<file path="src/rtl/stopwatch_lap_if.sv">
// Control/status bundle between the stopwatch core and its button/display logic.
// The master side drives the conditioned buttons and configuration; the slave side is the core.
interface stopwatch_lap_if #(
  parameter int CNT_W = 14
);
  logic             btn_clear;
  logic             btn_start;
  logic             btn_stop;
  logic             btn_inc;
  logic             btn_lap;
  logic             mode_down;
  logic [CNT_W-1:0] preset;
  logic [CNT_W-1:0] count;
  logic [CNT_W-1:0] disp_value;
  logic             running;
  logic             lap_valid;
  logic             wrap;
  logic             done;

  modport master (
    output btn_clear, btn_start, btn_stop, btn_inc, btn_lap, mode_down, preset,
    input  count, disp_value, running, lap_valid, wrap, done
  );

  modport slave (
    input  btn_clear, btn_start, btn_stop, btn_inc, btn_lap, mode_down, preset,
    output count, disp_value, running, lap_valid, wrap, done
  );
endinterface

</file>
<file path="src/rtl/stopwatch_lap.sv">
// Binary stopwatch/timer core: programmable tick, up/down count, manual step, wrap/done pulses.
// Lap capture (freeze display while counting continues) is built only when STOPWATCH_LAP_EN is defined.
module stopwatch_lap #(
  parameter int TICK_DIV  = 100000,
  parameter int CNT_W     = 14,
  parameter int MAX_COUNT = 9999
) (
  input logic            clk,
  input logic            rst,
  stopwatch_lap_if.slave sw
);

  localparam int               DIV_W    = (TICK_DIV > 1) ? $clog2(TICK_DIV) : 1;
  localparam logic [DIV_W-1:0] DIV_LAST = DIV_W'(TICK_DIV - 1);
  localparam logic [CNT_W-1:0] MAX_C    = CNT_W'(MAX_COUNT);

  typedef enum logic [1:0] {
    S_IDLE = 2'd0,
    S_RUN  = 2'd1,
    S_LAP  = 2'd2,
    S_DONE = 2'd3
  } state_t;

  function automatic logic [CNT_W-1:0] step_up(input logic [CNT_W-1:0] c);
    return (c >= MAX_C) ? '0 : c + 1'b1;
  endfunction

  function automatic logic [CNT_W-1:0] step_down(input logic [CNT_W-1:0] c);
    return (c == '0) ? '0 : c - 1'b1;
  endfunction

  function automatic logic [CNT_W-1:0] clamp_preset(input logic [CNT_W-1:0] p);
    return (p > MAX_C) ? MAX_C : p;
  endfunction

  state_t           state_q, state_d;
  logic [CNT_W-1:0] count_q, count_d;
  logic             mode_q, mode_d;
  logic             wrap_q, wrap_d;
  logic             done_q, done_d;
  logic [DIV_W-1:0] div_q;
  logic             tick;

  logic btn_clear_q, btn_start_q, btn_stop_q, btn_inc_q;
  logic clear_ev, start_ev, stop_ev, inc_ev;
`ifdef STOPWATCH_LAP_EN
  logic             btn_lap_q;
  logic             lap_ev;
  logic [CNT_W-1:0] lap_reg, lap_d;
`endif

  // Button edge detection: one action per press, held buttons act once
  always_ff @(posedge clk) begin
    if (rst) begin
      btn_clear_q <= 1'b0;
      btn_start_q <= 1'b0;
      btn_stop_q  <= 1'b0;
      btn_inc_q   <= 1'b0;
`ifdef STOPWATCH_LAP_EN
      btn_lap_q   <= 1'b0;
`endif
    end else begin
      btn_clear_q <= sw.btn_clear;
      btn_start_q <= sw.btn_start;
      btn_stop_q  <= sw.btn_stop;
      btn_inc_q   <= sw.btn_inc;
`ifdef STOPWATCH_LAP_EN
      btn_lap_q   <= sw.btn_lap;
`endif
    end
  end

  assign clear_ev = sw.btn_clear & ~btn_clear_q;
  assign start_ev = sw.btn_start & ~btn_start_q;
  assign stop_ev  = sw.btn_stop  & ~btn_stop_q;
  assign inc_ev   = sw.btn_inc   & ~btn_inc_q;
`ifdef STOPWATCH_LAP_EN
  assign lap_ev   = sw.btn_lap   & ~btn_lap_q;
`endif

  // Free-running tick divider; start does not realign it, only clear does
  assign tick = (div_q == DIV_LAST);

  always_ff @(posedge clk) begin
    if (rst || clear_ev) begin
      div_q <= '0;
    end else if (tick) begin
      div_q <= '0;
    end else begin
      div_q <= div_q + 1'b1;
    end
  end

  always_ff @(posedge clk) begin
    if (rst) begin
      state_q <= S_IDLE;
    end else begin
      state_q <= state_d;
    end
  end

  // Next state and next datapath values; only the highest-priority applicable event acts
  always_comb begin
    state_d = state_q;
    count_d = count_q;
    mode_d  = mode_q;
    wrap_d  = 1'b0;
    done_d  = 1'b0;
`ifdef STOPWATCH_LAP_EN
    lap_d   = lap_reg;
`endif
    if (clear_ev) begin
      state_d = S_IDLE;
      mode_d  = sw.mode_down;
      count_d = sw.mode_down ? clamp_preset(sw.preset) : '0;
`ifdef STOPWATCH_LAP_EN
      lap_d   = '0;
`endif
    end else begin
      case (state_q)
        S_IDLE: begin
          if (start_ev) begin
            if (mode_q && (count_q == '0)) begin
              state_d = S_DONE;
              done_d  = 1'b1;
            end else begin
              state_d = S_RUN;
            end
          end else if (inc_ev) begin
            if (mode_q) begin
              count_d = step_down(count_q);
            end else begin
              count_d = step_up(count_q);
              wrap_d  = (count_q == MAX_C);
            end
          end
        end
        S_RUN, S_LAP: begin
          if (stop_ev) begin
            state_d = S_IDLE;
          end
`ifdef STOPWATCH_LAP_EN
          else if (lap_ev) begin
            if (state_q == S_RUN) begin
              state_d = S_LAP;
              lap_d   = count_q;
            end else begin
              state_d = S_RUN;
            end
          end
`endif
          else if (tick) begin
            if (mode_q) begin
              count_d = step_down(count_q);
              if (count_q == CNT_W'(1)) begin
                state_d = S_DONE;
                done_d  = 1'b1;
              end
            end else begin
              count_d = step_up(count_q);
              wrap_d  = (count_q == MAX_C);
            end
          end
        end
        S_DONE: begin
          count_d = '0;
        end
        default: begin
          state_d = S_IDLE;
        end
      endcase
    end
  end

  always_ff @(posedge clk) begin
    if (rst) begin
      count_q <= '0;
      mode_q  <= 1'b0;
      wrap_q  <= 1'b0;
      done_q  <= 1'b0;
`ifdef STOPWATCH_LAP_EN
      lap_reg <= '0;
`endif
    end else begin
      count_q <= count_d;
      mode_q  <= mode_d;
      wrap_q  <= wrap_d;
      done_q  <= done_d;
`ifdef STOPWATCH_LAP_EN
      lap_reg <= lap_d;
`endif
    end
  end

  always_comb begin
    sw.count   = count_q;
    sw.wrap    = wrap_q;
    sw.done    = done_q;
    sw.running = (state_q == S_RUN) || (state_q == S_LAP);
`ifdef STOPWATCH_LAP_EN
    sw.lap_valid  = (state_q == S_LAP);
    sw.disp_value = (state_q == S_LAP) ? lap_reg : count_q;
`else
    sw.lap_valid  = 1'b0;
    sw.disp_value = count_q;
`endif
  end

endmodule

</file>
<file path="src/flat_wrapper.sv">
// flat-port wrapper written by rule: the top's interface ports become plain ports
module stopwatch_lap_flat 
#(
  parameter int TICK_DIV  = 100000,
  parameter int CNT_W     = 14,
  parameter int MAX_COUNT = 9999
)
  (clk, rst, sw_btn_clear, sw_btn_start, sw_btn_stop, sw_btn_inc, sw_btn_lap, sw_mode_down, sw_preset, sw_count, sw_disp_value, sw_running, sw_lap_valid, sw_wrap, sw_done);
  stopwatch_lap_if #(.CNT_W(CNT_W)) sw_i ();
  input logic clk;
  input logic rst;
  input wire logic [$bits(sw_i.btn_clear)-1:0] sw_btn_clear;
  input wire logic [$bits(sw_i.btn_start)-1:0] sw_btn_start;
  input wire logic [$bits(sw_i.btn_stop)-1:0] sw_btn_stop;
  input wire logic [$bits(sw_i.btn_inc)-1:0] sw_btn_inc;
  input wire logic [$bits(sw_i.btn_lap)-1:0] sw_btn_lap;
  input wire logic [$bits(sw_i.mode_down)-1:0] sw_mode_down;
  input wire logic [$bits(sw_i.preset)-1:0] sw_preset;
  output wire logic [$bits(sw_i.count)-1:0] sw_count;
  output wire logic [$bits(sw_i.disp_value)-1:0] sw_disp_value;
  output wire logic [$bits(sw_i.running)-1:0] sw_running;
  output wire logic [$bits(sw_i.lap_valid)-1:0] sw_lap_valid;
  output wire logic [$bits(sw_i.wrap)-1:0] sw_wrap;
  output wire logic [$bits(sw_i.done)-1:0] sw_done;
  assign sw_i.btn_clear = sw_btn_clear;
  assign sw_i.btn_start = sw_btn_start;
  assign sw_i.btn_stop = sw_btn_stop;
  assign sw_i.btn_inc = sw_btn_inc;
  assign sw_i.btn_lap = sw_btn_lap;
  assign sw_i.mode_down = sw_mode_down;
  assign sw_i.preset = sw_preset;
  assign sw_count = sw_i.count;
  assign sw_disp_value = sw_i.disp_value;
  assign sw_running = sw_i.running;
  assign sw_lap_valid = sw_i.lap_valid;
  assign sw_wrap = sw_i.wrap;
  assign sw_done = sw_i.done;
  stopwatch_lap #(.TICK_DIV(TICK_DIV), .CNT_W(CNT_W), .MAX_COUNT(MAX_COUNT)) u_core (.clk(clk), .rst(rst), .sw(sw_i));
endmodule
</file>
<file path="config.mk">
export PLATFORM = sky130hd
export DESIGN_NAME = stopwatch_lap_flat
export DESIGN_NICKNAME = d
export VERILOG_FILES = /design/src/rtl/stopwatch_lap_if.sv /design/src/rtl/stopwatch_lap.sv /design/src/flat_wrapper.sv
export SDC_FILE = /design/constraint.sdc
export NUM_CORES = 1
export LEC_CHECK = 0
export ABC_CLOCK_PERIOD_IN_PS = 6600
export BUFFER_PORTS_ARGS = -buffer_cell sky130_fd_sc_hd__buf_4
export CAP_MARGIN = 30
export CELL_PAD_IN_SITES_DETAIL_PLACEMENT = 1
export CELL_PAD_IN_SITES_GLOBAL_PLACEMENT = 2
export CORE_MARGIN = 10
export CORE_UTILIZATION = 34
export DETAILED_ROUTE_END_ITERATION = 12
export HOLD_SLACK_MARGIN = 0.06
export PLACE_DENSITY = 0.87
export SETUP_SLACK_MARGIN = 0.4
export SYNTH_ARGS = -nofsm -noshare
export SYNTH_HDL_FRONTEND = slang
export SYNTH_SLANG_ARGS = --single-unit
</file>
<file path="constraint.sdc">
create_clock -name clk -period 6.6 [get_ports clk]
set_input_delay 0.66 -clock clk [delete_from_list [all_inputs] [get_ports clk]]
set_output_delay 0.66 -clock clk [all_outputs]
set_load 0.01 [all_outputs]
</file>
-- Word level (Yosys, flattened, before mapping)
Cells that the tools add are included.
- memory bits (writable): 0
- register bits: 40
- memories kept: 0
- bits in latches: 0
- memory bits (read-only): 0
- equality and inequality tests: 14
- div/mod/pow operators: 0
- order comparisons: 2
- bitwise logic cells: 8
- reduce and logical (&&, ||, !) cells: 11
- shift operators: 0
- $mul: 0
- multiplexer cells: 31
- add/subtract/negate cells: 3
- operators by type and width (cell ; count):
    14-bit two-way mux ; 10
    14-bit one-hot mux with 3 select lines ; 1
    17-bit by 1-bit adder with 17-bit output (second input constant) ; 1
    17-bit == test (second input constant) ; 1
    3-bit by 1-bit inequality test with 1-bit output (second input constant) ; 5
    14-bit by 1-bit adder with 14-bit output (second input constant) ; 1
    14-bit by 1-bit == test with 1-bit output (second input constant) ; 1
    14-bit == test (second input constant) ; 1
    14-bit >= comparator (second input constant) ; 1
    14-bit greater-than comparator (second input constant) ; 1
    14-bit logical NOT ; 1
    14-bit by 1-bit subtractor with 14-bit output (second input constant) ; 1
    2-bit two-way mux ; 6
    1-bit two-way mux ; 11
    3-bit by 2-bit inequality test with 1-bit output (second input constant) ; 2
    2-bit OR reduction ; 3
    5-bit AND reduction ; 1
    1-bit AND ; 4
    2-bit == test (second input constant) ; 2
    1-bit NOT ; 4
    1-bit one-hot mux with 2 select lines ; 2
    2-bit one-hot mux with 2 select lines ; 1
    4-bit AND reduction ; 1
    2-bit by 1-bit == test with 1-bit output (second input constant) ; 1
    other kinds (5) ; 6

-- Depth between registers and ports, before layout
Gate-level depths: netlist (run 1).
- word-level depth: 7
- mapped depth: 9

-- Worst setup path after synthesis (run 1)
No wires, ideal clock.
- kind: register -> register
- start: register u_core.count_q[1] (netlist: u_core.sw.count[1])
- end: register u_core.count_q[6] (netlist: u_core.sw.count[6])
- arrival: 2034 ps
- setup slack: 4432 ps
- data required time: 6466 ps
- cell stages (with the launch flop): 10
- cell sequence: dfxtp_1 > clkbuf_1 > inv_1 > ha_1 > or3b_2 > nor3_1 > xnor2_1 > o22ai_1 > a221oi_1 > a211oi_1
- cells in the longest elaborated chain, start to end: 7
- RTL lines (element ; RTL line ; source):
    from (decl) ; stopwatch_lap.sv:37 ; logic [CNT_W-1:0] count_q, count_d;
    from (signal assigned) ; stopwatch_lap.sv:185 ; count_q <= count_d;
    14-bit by 1-bit adder with 14-bit output (tied with other cells) ; stopwatch_lap.sv:25 ; return (c >= MAX_C) ? '0 : c + 1'b1;
    14-bit two-way mux, on equally long branches ; stopwatch_lap.sv:25, stopwatch_lap.sv:29 ;
    14-bit two-way mux * ; stopwatch_lap.sv:130, stopwatch_lap.sv:153 ;
    14-bit two-way mux, on equally long branches ; stopwatch_lap.sv:152, stopwatch_lap.sv:129 ;
    14-bit two-way mux, on equally long branches ; stopwatch_lap.sv:139, stopwatch_lap.sv:122 ;
    14-bit one-hot mux with 3 select lines * ; stopwatch_lap.sv:120 ; case (state_q)
    14-bit two-way mux * ; stopwatch_lap.sv:112 ; if (clear_ev) begin
Mark *: on every way between the ends. The rest lies on a longest branch, timed or not. The select of a mux whose other input is x is not followed.
A chain may end at the register's enable or synchronous reset.

-- Worst setup path after layout (run 1)
- start: register u_core.count_q[0] (netlist: u_core.sw.count[0])
- end: register u_core.count_q[12] (netlist: u_core.sw.count[12])
Same word-level chain as after synthesis.

==> reports/qor.csv, run 1 <==
stage,metric,value,unit
logic_synthesis,synth_edf_count,0,
floorplanning,die_h,109,µm
worst_setup_path,path_buf_inv,1,
logic_synthesis,syn-cell-area,2690,µm²
logic_synthesis,syn_inst,351,
floorplanning,fp.dieW,109,µm
placement,detailed_place_hpwl,6580,µm
sta,maxSlewHeadroom,0.599,
global_routing,grt_first_pass_wirelength,14200,µm
clock_network,cts_tree,yes,
sta,fin_tns_setup,0,ps
routing,drt_iter0_drc,95,
global_routing,grt_overflow,0,
worst_setup_path,cp.required,6780,ps
worst_setup_path,crit_path_end_kind,flop,
logic_synthesis,syn_nets,379,
power,peakVddDrop,0.0000875,V
clock_network,path_clk_slew,90,ps
logic_synthesis,seq_area_frac_synth,0.298,
global_routing,antenna_found_initial,0,
final_layout,layout.nets,405,
sta,finalCriticalPeriod,2600,ps
clock_network,clock_path_buffers,2,
routing,vias,2678,
worst_setup_path,crit_chain,"inv_1, ha_1, or3b_2, nor4_1, mux2i_1, o2bb2ai_1, o21ai_0, a21oi_1",
clock_network,cts_setup_buffers,0,
logic_synthesis,synth-seq-cells,40,
floorplanning,initial_core_util,0.349,
sta,whs,465,ps
logic_synthesis,ys.flop_type,dfxtp_1,
worst_setup_path,crit_path_max_incr_delay,530,ps
clock_network,clock_latency,300,ps
sta,rsz0062_at_grt,false,
floorplanning,row_count,32,
sta,fin_crit_sh,0.394,
worst_setup_path,start_kind,flop,
final_layout,final_cell_count_no_fill,480,
min_path,min_path_type,reg -> reg,
sta,clock_skew,9.19,ps
worst_setup_path,worstPathArrival,2780,ps
clock_network,cts_made_buffers,5,
global_routing,grt_max_degree,24,
sta,tightest_slew,593,ps
routing,vias_per_cell,5.58,
worst_setup_path,cp_max_fo,12,
final_layout,drive_gt1_frac,0.180,
routing,wire_per_inst,18.0,µm
logic_synthesis,synth_cell_types,60,
final_layout,final_common_cell,buf_4,
routing,wl,8640,µm
final_layout,area_delta_synth_final,16.4,%
job,maxCapViolations,0,
logic_synthesis,avgSynthCellArea,7.65,µm²
routing,ant_nets,0,
power,p_leak,1.23,nW
run_status,status,completed,
clock_network,htreeDepth,2,
power,p_total,0.724,mW
worst_setup_path,cp_slowest_cell,or3b_2,
clock_network,cts_sinks,40,
sta,fmax,385,MHz
placement,dpl_cell_area,3010,µm²
sta,final_hold_viol_count,0,
floorplanning,dieArea,11900,µm²
worst_setup_path,rrSetupSlack,4000,ps
logic_synthesis,yosysWarnings,0,
placement,gp_congestion,0.874,
clock_network,cts.root.buffer_cell,clkbuf_8,
sta,setup_viol,0,
floorplanning,io_pins,54,
final_layout,antenna_cells,0,
clock_network,cts_resized,0,
clock_network,holdBufCountCts,0,
final_layout,final_cell_mix,"52 x buf_4, 40 x nor2_1, 40 x dfxtp_1",
sta,slew_viol_final,0,
power,powerDensity,232,nW/µm²
logic_synthesis,async_flop_share,0,
routing,drc,0,
routing,dr.pass1.iters,4,
worst_setup_path,critical-path-top-delay-family,simple AND/OR/NAND/NOR gates,
placement,portBuffers,51,
global_routing,grt_util_all_layers,0.145,
global_routing,grt_pass1_vias,2826,
worst_setup_path,path_class,reg -> reg,
placement,dp_cells,472,
final_layout,design_area,3130,µm²
floorplanning,core_area,7690,µm²
## cell usage after synthesis, drive strengths merged, types with 3 or more instances
cell type,number,area [µm²]
nor4b,3,26.3
buf,20,144
dfxtp,40,801
and3,10,62.6
clkbuf,13,48.8
o21a,3,22.5
nand3,14,70.1
and2,4,25.0
a21oi,20,100
or4,5,41.3
nor4,7,43.8
or3,4,25.0
a221oi,4,35.0
ha,6,75.1
nor3,12,60.1
nor2b,10,62.6
nand2b,7,43.8
nand2,24,90.1
o21ai,16,80.1
a31oi,6,37.5
o31ai,3,22.5
inv,12,45.0
nand4,8,50.1
nor2,41,156
o32ai,4,35.0
xnor2,8,70.1
xor2,12,105
## worst paths after layout
| kind | start | to | cells after the start |
|---|---|---|---|
| setup / recovery | u_core.sw.count[0] | u_core.sw.count[12] | 8 |
| hold / removal | u_core.div_q[0] | u_core.div_q[0] | 1 |
| setup reg to reg | u_core.sw.count[0] | u_core.sw.count[12] | 8 |
| hold reg to reg | u_core.div_q[0] | u_core.div_q[0] | 1 |
## cells by family (layout without fill, tap and decap cells)
| group | Yosys count | after routing | share of synthesized area |
|---|---|---|---|
| AO/OA/AOI/OAI | 79 | 79 | 0.199 |
| XOR/XNOR | 20 | 20 | 0.0652 |
| adder cells (fa/ha/maj) | 6 | 6 | 0.0279 |
| buffers and inverters | 45 | 72 | 0.0885 |
| flip-flops | 40 | 40 | 0.298 |
| multiplexers | 2 | 2 | 0.00745 |
| other | 1 | 1 | 0.00140 |
| AND/OR/NAND/NOR | 158 | 158 | 0.312 |
## where the power goes
group	internal [mW]	total, mW	switching [mW]
Clock	0.114	0.211	0.0969
Combinational	0.0978	0.221	0.123
Sequential	0.255	0.292	0.0374
Total	0.467	0.724	0.257
## final cells by class
type	instances	area [µm²]
Fill cell	970	4560
Multi-Input combinational cell	266	1650
Sequential cell	40	801
Timing Repair Buffer	52	390
Tap cell	102	128
Clock buffer	5	68.8
Clock inverter	3	46.3
Inverter	12	45.0
## flip-flops by register name, summed over array words and instances (netlist names)
register / flops
u_core.sw.count: 14
u_core.btn_inc_q: 1
u_core.sw.wrap: 1
u_core.div_q: 17
u_core.state_q: 2
u_core.btn_clear_q: 1
u_core.btn_start_q: 1
u_core.sw.done: 1
u_core.btn_stop_q: 1
u_core.mode_q: 1
## stage by stage
stage,setup WS [ps],util
after floorplan,4430,-
after global placement,4040,0.392
after detailed placement,4050,0.392
after CTS,4020,0.407
after global routing,3840,0.407
final,4000,0.407
## per-layer routing
metal | vias to the layer above | share of wire | GRT usage | wire [µm]
met5 | - | 0 | 0 | 0
met4 | 0 | 0.016 | 0.0443 | 138
met3 | 9 | 0.044 | 0.0271 | 382
met2 | 61 | 0.49 | 0.252 | 4270
met1 | 1297 | 0.45 | 0.177 | 3860
li1 | 1311 | - | - | -
(Power assumes the default switching activity.)
==> run 2: changes to the inputs <==
--- a/config.mk
+++ b/config.mk
@@ -5,16 +5,16 @@
 export SDC_FILE = /design/constraint.sdc
 export NUM_CORES = 1
 export LEC_CHECK = 0
-export ABC_CLOCK_PERIOD_IN_PS = 6600
+export ABC_CLOCK_PERIOD_IN_PS = 2700
 export BUFFER_PORTS_ARGS = -buffer_cell sky130_fd_sc_hd__buf_4
 export CAP_MARGIN = 30
 export CELL_PAD_IN_SITES_DETAIL_PLACEMENT = 1
 export CELL_PAD_IN_SITES_GLOBAL_PLACEMENT = 2
 export CORE_MARGIN = 10
-export CORE_UTILIZATION = 34
+export CORE_UTILIZATION = 31
 export DETAILED_ROUTE_END_ITERATION = 12
 export HOLD_SLACK_MARGIN = 0.06
-export PLACE_DENSITY = 0.87
+export PLACE_DENSITY = 0.8
 export SETUP_SLACK_MARGIN = 0.4
 export SYNTH_ARGS = -nofsm -noshare
 export SYNTH_HDL_FRONTEND = slang
==> constraint.sdc (replaced) <==
create_clock -name clk -period 2.7 [get_ports clk]
set_input_delay 0.27 -clock clk [delete_from_list [all_inputs] [get_ports clk]]
set_output_delay 0.27 -clock clk [all_outputs]
set_load 0.01 [all_outputs]
==> run 2 against run 1 <==
  * Clock skew fell by 2.8 ps
  * First-iteration DRC count up 58%
  * Critical path type unchanged
  * Worst setup slack lost 3500 ps
  * Flip-flop and latch count is the same
  * Largest cell class unchanged
  * Clock power grew 93%
  * Die area up 7.9%
  * Cell area rose by 4.2%
  * Non-clock buffer count increased by 16
  * Wire length is 7.6% higher
  * Sequential power increased by 140%
  * Global-route usage decreased by 0.20 points
  * Power grew 140%
==> reports/qor.csv, run 2 (synthesis gave the netlist of run 1 again) <==
stage,metric,value,unit
final_layout,area_delta_synth_final,21.2,%
global_routing,grt_max_degree,24,
sta,finalCriticalPeriod,2210,ps
final_layout,antenna_cells,0,
clock_network,cts_setup_buffers,0,
job,maxCapViolations,0,
clock_network,cts.root.buffer_cell,clkbuf_8,
floorplanning,dieArea,12800,µm²
sta,setup_viol,0,
global_routing,grt_pass1_vias,2865,
final_layout,final-seq-area,806,µm²
sta,tightest_slew,687,ps
clock_network,clock_path_buffers,2,
placement,detailed_place_hpwl,7070,µm
power,powerDensity,533,nW/µm²
clock_network,cts_tree,yes,
final_layout,drive_gt1_frac,0.237,
routing,drc,0,
clock_network,clock_latency,300,ps
power,p_total,1.73,mW
final_layout,layout.nets,421,
global_routing,grt_util_all_layers,0.143,
routing,wl,9300,µm
clock_network,htreeDepth,2,
sta,slew_viol_final,0,
final_layout,final_cell_count_no_fill,498,
floorplanning,initial_core_util,0.322,
clock_network,holdBufCountCts,0,
routing,vias_per_cell,5.55,
floorplanning,die_h,113,µm
worst_setup_path,path_class,reg -> reg,
final_layout,regMostFlops,u_core.div_q,
placement,portBuffers,51,
run_status,status,completed,
routing,drt_iter0_drc,150,
final_layout,final_cell_mix,"68 x buf_4, 40 x nor2_1, 36 x dfxtp_1",
placement,dp_cells,491,
floorplanning,io_pins,54,
routing,ant_nets,0,
floorplanning,fp.dieW,113,µm
sta,final_hold_viol_count,0,
worst_setup_path,cp.required,2930,ps
worst_setup_path,cp_max_fo,7,
placement,gp_congestion,0.848,
power,peakVddDrop,0.000264,V
sta,rsz0062_at_grt,true,
routing,wire_per_inst,18.7,µm
floorplanning,core_area,8340,µm²
sta,maxSlewHeadroom,0.538,
power,p_leak,1.30,nW
sta,setup_slack,495,ps
sta,clock_skew,6.38,ps
placement,dp_slack,391,ps
final_layout,fillerInstances,1067,
global_routing,antenna_found_initial,0,
final_layout,final_common_cell,buf_4,
global_routing,grt_overflow,0,
sta,fin_tns_setup,0,ps
sta,whs,189,ps
clock_network,cts_made_buffers,5,
min_path,min_path_type,in -> reg,
floorplanning,row_count,33,
worst_setup_path,worstPathArrival,2440,ps
routing,dr.pass1.iters,4,
sta,fin_crit_sh,0.817,
worst_setup_path,start_kind,flop,
sta,fmax,453,MHz
final_layout,multiInputGateArea,1680,µm²
clock_network,path_clk_slew,90,ps
worst_setup_path,crit_path_end_kind,flop,
clock_network,cts_sinks,40,
global_routing,grt_first_pass_wirelength,15200,µm
final_layout,largest_reg_flops,17,
routing,vias,2765,
run 2: cell types whose count changed in the layout (fill, tap and decap cells not counted), moves of 2 or more:
cell	previous run	this run
buf_4	52	68
dfxtp_1	40	36
dfxtp_2	0	4
nor4_1	7	5
nor4_2	0	2
run 2: what timing repair did:
item	in CTS	in global routing
gates cloned	0	0
gates resized for setup	2	12
endpoints found under the setup margin	3	12
run 2: final timing paths:
path	slack (ps)	endpoint	cells past startpoint	from
worst max-delay path	490	u_core.sw.count[12]	6	u_core.sw.count[4]
worst max register to register	490	u_core.sw.count[12]	6	u_core.sw.count[4]
worst min register to register	450	u_core.div_q[0]	1	u_core.div_q[0]
worst min-delay path	190	u_core.btn_inc_q	2	sw_btn_inc
run 2: metrics by stage:
step,area [µm²],utilization
global placement,3140,0.376
CTS,3220,0.386
global route,3260,0.390
detailed placement,3140,0.376
floorplan,2690,-
finish,3260,0.390
run 2: power breakdown:
group | total, mW | leakage, nW | switching, mW | internal [mW]
clock network | 0.408 | 0.0400 | 0.232 | 0.176
logic | 0.640 | 0.930 | 0.357 | 0.283
registers | 0.687 | 0.327 | 0.0612 | 0.625
total | 1.73 | 1.30 | 0.651 | 1.08
run 2: final cells by class:
| class | instances | share of cell area |
|---|---|---|
| multi-input cells | 266 | 0.517 |
| inverters | 12 | 0.0138 |
| repair buffers | 68 | 0.157 |
| flip-flops and latches | 40 | 0.247 |
| well taps | 105 | 0.0403 |
| clock inverters | 2 | 0.00384 |
| clock buffers | 5 | 0.0211 |
run 2: routing by layer:
layer	track usage	vias to the layer above	routed length, µm
li1	-	1336	-
met1	0.196	1337	4510
met2	0.215	83	4100
met3	0.0359	9	585
met4	0.0415	0	100
met5	0	-	0
run 2: critical path, cell delays in order (launching register included):
cell,delay (ps)
dfxtp_1,390
or4_4,610
o211ai_4,250
nand3_1,210
nor4b_1,390
o21ai_0,140
a21oi_1,140
==> run 3: changes to the inputs <==
--- a/config.mk
+++ b/config.mk
@@ -5,16 +5,17 @@
 export SDC_FILE = /design/constraint.sdc
 export NUM_CORES = 1
 export LEC_CHECK = 0
-export ABC_CLOCK_PERIOD_IN_PS = 2700
+export ABC_AREA = 1
+export ABC_CLOCK_PERIOD_IN_PS = 1800
 export BUFFER_PORTS_ARGS = -buffer_cell sky130_fd_sc_hd__buf_4
 export CAP_MARGIN = 30
 export CELL_PAD_IN_SITES_DETAIL_PLACEMENT = 1
 export CELL_PAD_IN_SITES_GLOBAL_PLACEMENT = 2
 export CORE_MARGIN = 10
-export CORE_UTILIZATION = 31
+export CORE_UTILIZATION = 27
 export DETAILED_ROUTE_END_ITERATION = 12
 export HOLD_SLACK_MARGIN = 0.06
-export PLACE_DENSITY = 0.8
+export PLACE_DENSITY = 0.78
 export SETUP_SLACK_MARGIN = 0.4
 export SYNTH_ARGS = -nofsm -noshare
 export SYNTH_HDL_FRONTEND = slang
==> constraint.sdc (replaced) <==
create_clock -name clk -period 1.8 [get_ports clk]
set_input_delay 0.18 -clock clk [delete_from_list [all_inputs] [get_ports clk]]
set_output_delay 0.18 -clock clk [all_outputs]
set_load 0.01 [all_outputs]
==> run 3 against run 2 <==
  * Worst hold slack lost 86 ps
  * Worst setup slack lost 270 ps
  * Combinational power grew 140%
  * Power grew 110%
  * Global-route usage grew 0.28 points
  * Via count grew 33%
  * Sequential share of layout area shrank 6.9 points
  * Register-to-register slack lost 270 ps
  * Non-clock buffer count grew 35
  * Largest cell class unchanged
==> reports/qor.csv, run 3 <==
stage,metric,value,unit
run_status,status,completed,
logic_synthesis,synthAdderAreaFrac,0.0229,
floorplanning,core_area,12000,µm²
logic_synthesis,yosysWarnings,0,
logic_synthesis,seq_area_frac_synth,0.244,
routing,wire_per_inst,16.0,µm
floorplanning,die_h,130,µm
sta,final_hold_viol_count,0,
worst_setup_path,crit_chain,"ha_4, nand2_4, nor2_4, nand3_2, nand2_2, nand2_4, buf_6, nand3_1, nand2_1, a21oi_1",
final_layout,largest_reg_flops,17,
worst_setup_path,start_kind,flop,
routing,wl,12600,µm
placement,dp_cells,741,
final_layout,fin_util,0.402,
logic_synthesis,syn-cell-area,3280,µm²
worst_setup_path,cp_max_fo,4,
placement,gp_congestion,0.831,
floorplanning,fp.dieW,130,µm
logic_synthesis,async_flop_share,0,
global_routing,grt_first_pass_wirelength,19600,µm
logic_synthesis,synth_top_family_by_area,simple AND/OR/NAND/NOR gates,
floorplanning,io_pins,54,
floorplanning,dieArea,17000,µm²
logic_synthesis,synth_area_leader_cell,dfxtp_1,
logic_synthesis,synth-simple-area-share,0.499,
routing,drt_iter0_drc,86,
global_routing,grt_util_all_layers,0.146,
global_routing,grt_max_degree,15,
logic_synthesis,synth-seq-cells,40,
logic_synthesis,synth.most_common_cell,nand2_1,
floorplanning,row_count,40,
sta,setup_slack,224,ps
sta,rsz0062_at_grt,true,
job,maxCapViolations,0,
final_layout,final_cell_count_no_fill,785,
sta,setup_viol,0,
clock_network,cts_tree,yes,
worst_setup_path,cp.required,2000,ps
final_layout,final-seq-area,858,µm²
global_routing,grt_pass1_vias,3825,
final_layout,final_common_cell,nand2_1,
worst_setup_path,crit_path_end_kind,flop,
worst_setup_path,rrSetupSlack,220,ps
sta,fin_crit_sh,0.875,
logic_synthesis,synthMuxAreaShare,0,
final_layout,antenna_cells,0,
power,p_total,3.56,mW
logic_synthesis,avgSynthCellArea,5.93,µm²
clock_network,cts_made_buffers,5,
final_layout,final_cell_mix,"121 x nand2_1, 85 x buf_4, 79 x nor2_1",
worst_setup_path,path_class,reg -> reg,
power,peakVddDrop,0.000369,V
sta,tightest_slew,591,ps
routing,ant_nets,0,
sta,finalCriticalPeriod,1580,ps
logic_synthesis,synthTopCellsByArea,"dfxtp_1 24%, nand2_1 16%, nor2_1 12%, nand3_1 7.8%, inv_1 7.3%",
global_routing,antenna_found_initial,0,
logic_synthesis,synth_edf_count,0,
sta,fmax,635,MHz
logic_synthesis,synth-xor-area-share,0.0267,
final_layout,layout.nets,666,
min_path,min_path_type,in -> reg,
logic_synthesis,synth_common_cells,"141 x nand2_1, 107 x nor2_1, 64 x inv_1",
logic_synthesis,synth_compound_area_frac,0.0640,
placement,detailed_place_hpwl,9090,µm
routing,drc,0,
logic_synthesis,syn_inst,554,
power,powerDensity,740,nW/µm²
clock_network,htreeDepth,2,
final_layout,design_area,4810,µm²
clock_network,holdBufCountCts,0,
worst_setup_path,cp_slowest_cell,dfxtp_2,
logic_synthesis,ys.flop_type,dfxtp_1,
power,p_leak,2.16,nW
sta,maxSlewHeadroom,0.606,
clock_network,cts.root.buffer_cell,clkbuf_16,
clock_network,path_clk_slew,60,ps
worst_setup_path,cp_common_cell,nand2_4,
logic_synthesis,synth_top_area_share,0.244,
sta,whs,103,ps
logic_synthesis,synth_cell_types,35,
routing,vias,3677,
placement,portBuffers,51,
placement,dpl_cell_area,3820,µm²
clock_network,clock_path_buffers,2,
final_layout,multiInputGateArea,2490,µm²
placement,dp_slack,102,ps
routing,vias_per_cell,4.68,
logic_synthesis,syn_nets,582,
final_layout,area_delta_synth_final,46.5,%
worst_setup_path,critical-path-top-delay-family,simple AND/OR/NAND/NOR gates,
final_layout,drive_gt1_frac,0.418,
routing,dr.pass1.iters,4,
final_layout,fillerInstances,1538,
worst_setup_path,worstPathArrival,1780,ps
sta,slew_viol_final,0,
clock_network,clock_latency,290,ps
sta,fin_tns_setup,0,ps
clock_network,cts_sinks,40,
worst_setup_path,crit_path_max_incr_delay,360,ps
sta,clock_skew,8.29,ps
floorplanning,initial_core_util,0.275,
final_layout,regMostFlops,u_core.div_q,
global_routing,grt_overflow,0,
worst_setup_path,path_buf_inv,1,
run 3: cell types whose count changed after synthesis, moves of 8 or more:
cell      change
and3_1        -8
clkbuf_1     -13
inv_1        +52
inv_2         +9
nand2_1     +117
nand2_2      +10
nand3_1      +37
nor2_1       +67
nor2_2       +10
nor2b_1      -10
xnor2_1       -8
run 3: area by class of cell:
cell class / count / share of cell area
clock inverters: 2 / 0.00260
clock buffers: 5 / 0.0260
flip-flops and latches: 40 / 0.178
well taps: 147 / 0.0382
inverters: 74 / 0.0619
multi-input cells: 414 / 0.518
repair buffers: 103 / 0.175
run 3: path summary, 6_finish.rpt:
path | from | end | cells past startpoint
setup / recovery | u_core.div_q[0] | u_core.sw.count[10] | 10
hold / removal | sw_btn_start | u_core.btn_start_q | 3
setup reg to reg | u_core.div_q[0] | u_core.sw.count[10] | 10
hold reg to reg | u_core.state_q[1] | u_core.state_q[1] | 2
run 3: metal layers:
| layer | up-vias | global-route usage | part of all wire |
|---|---|---|---|
| met2 | 41 | 0.260 | 0.52 |
| met5 | - | 0 | 0 |
| met1 | 1746 | 0.174 | 0.43 |
| met4 | 0 | 0.0357 | 0.0095 |
| met3 | 8 | 0.0292 | 0.031 |
| li1 | 1882 | - | - |
run 3: cells by family (layout without fill, tap and decap cells):
group,count (synthesis),count (layout)
DFF,40,40
buffers and inverters,101,184
AOI/OAI and AO/OA,39,39
xor gates and xnor gates,10,10
adders and majority gates,6,6
and+or+nand+nor,357,358
other,1,1
run 3: what timing repair did:
action                     CTS  global route
setup endpoints to repair   35            36
buffers inserted            24            12
pin swaps                   41            41
gates resized for setup     83            88
gates cloned                 1             0
run 3: where the power goes:
part           leakage (nW)  switching [mW]  internal, mW
combinational          1.75           0.901         0.645
sequential            0.341           0.152         0.960
clock                0.0657           0.399         0.505
run 3: tightest hold or removal path, delay by kind of cell:
kind | cells | cell delay, ps
buffers and inverters | 2 | 120
AND/OR/NAND/NOR | 1 | 70
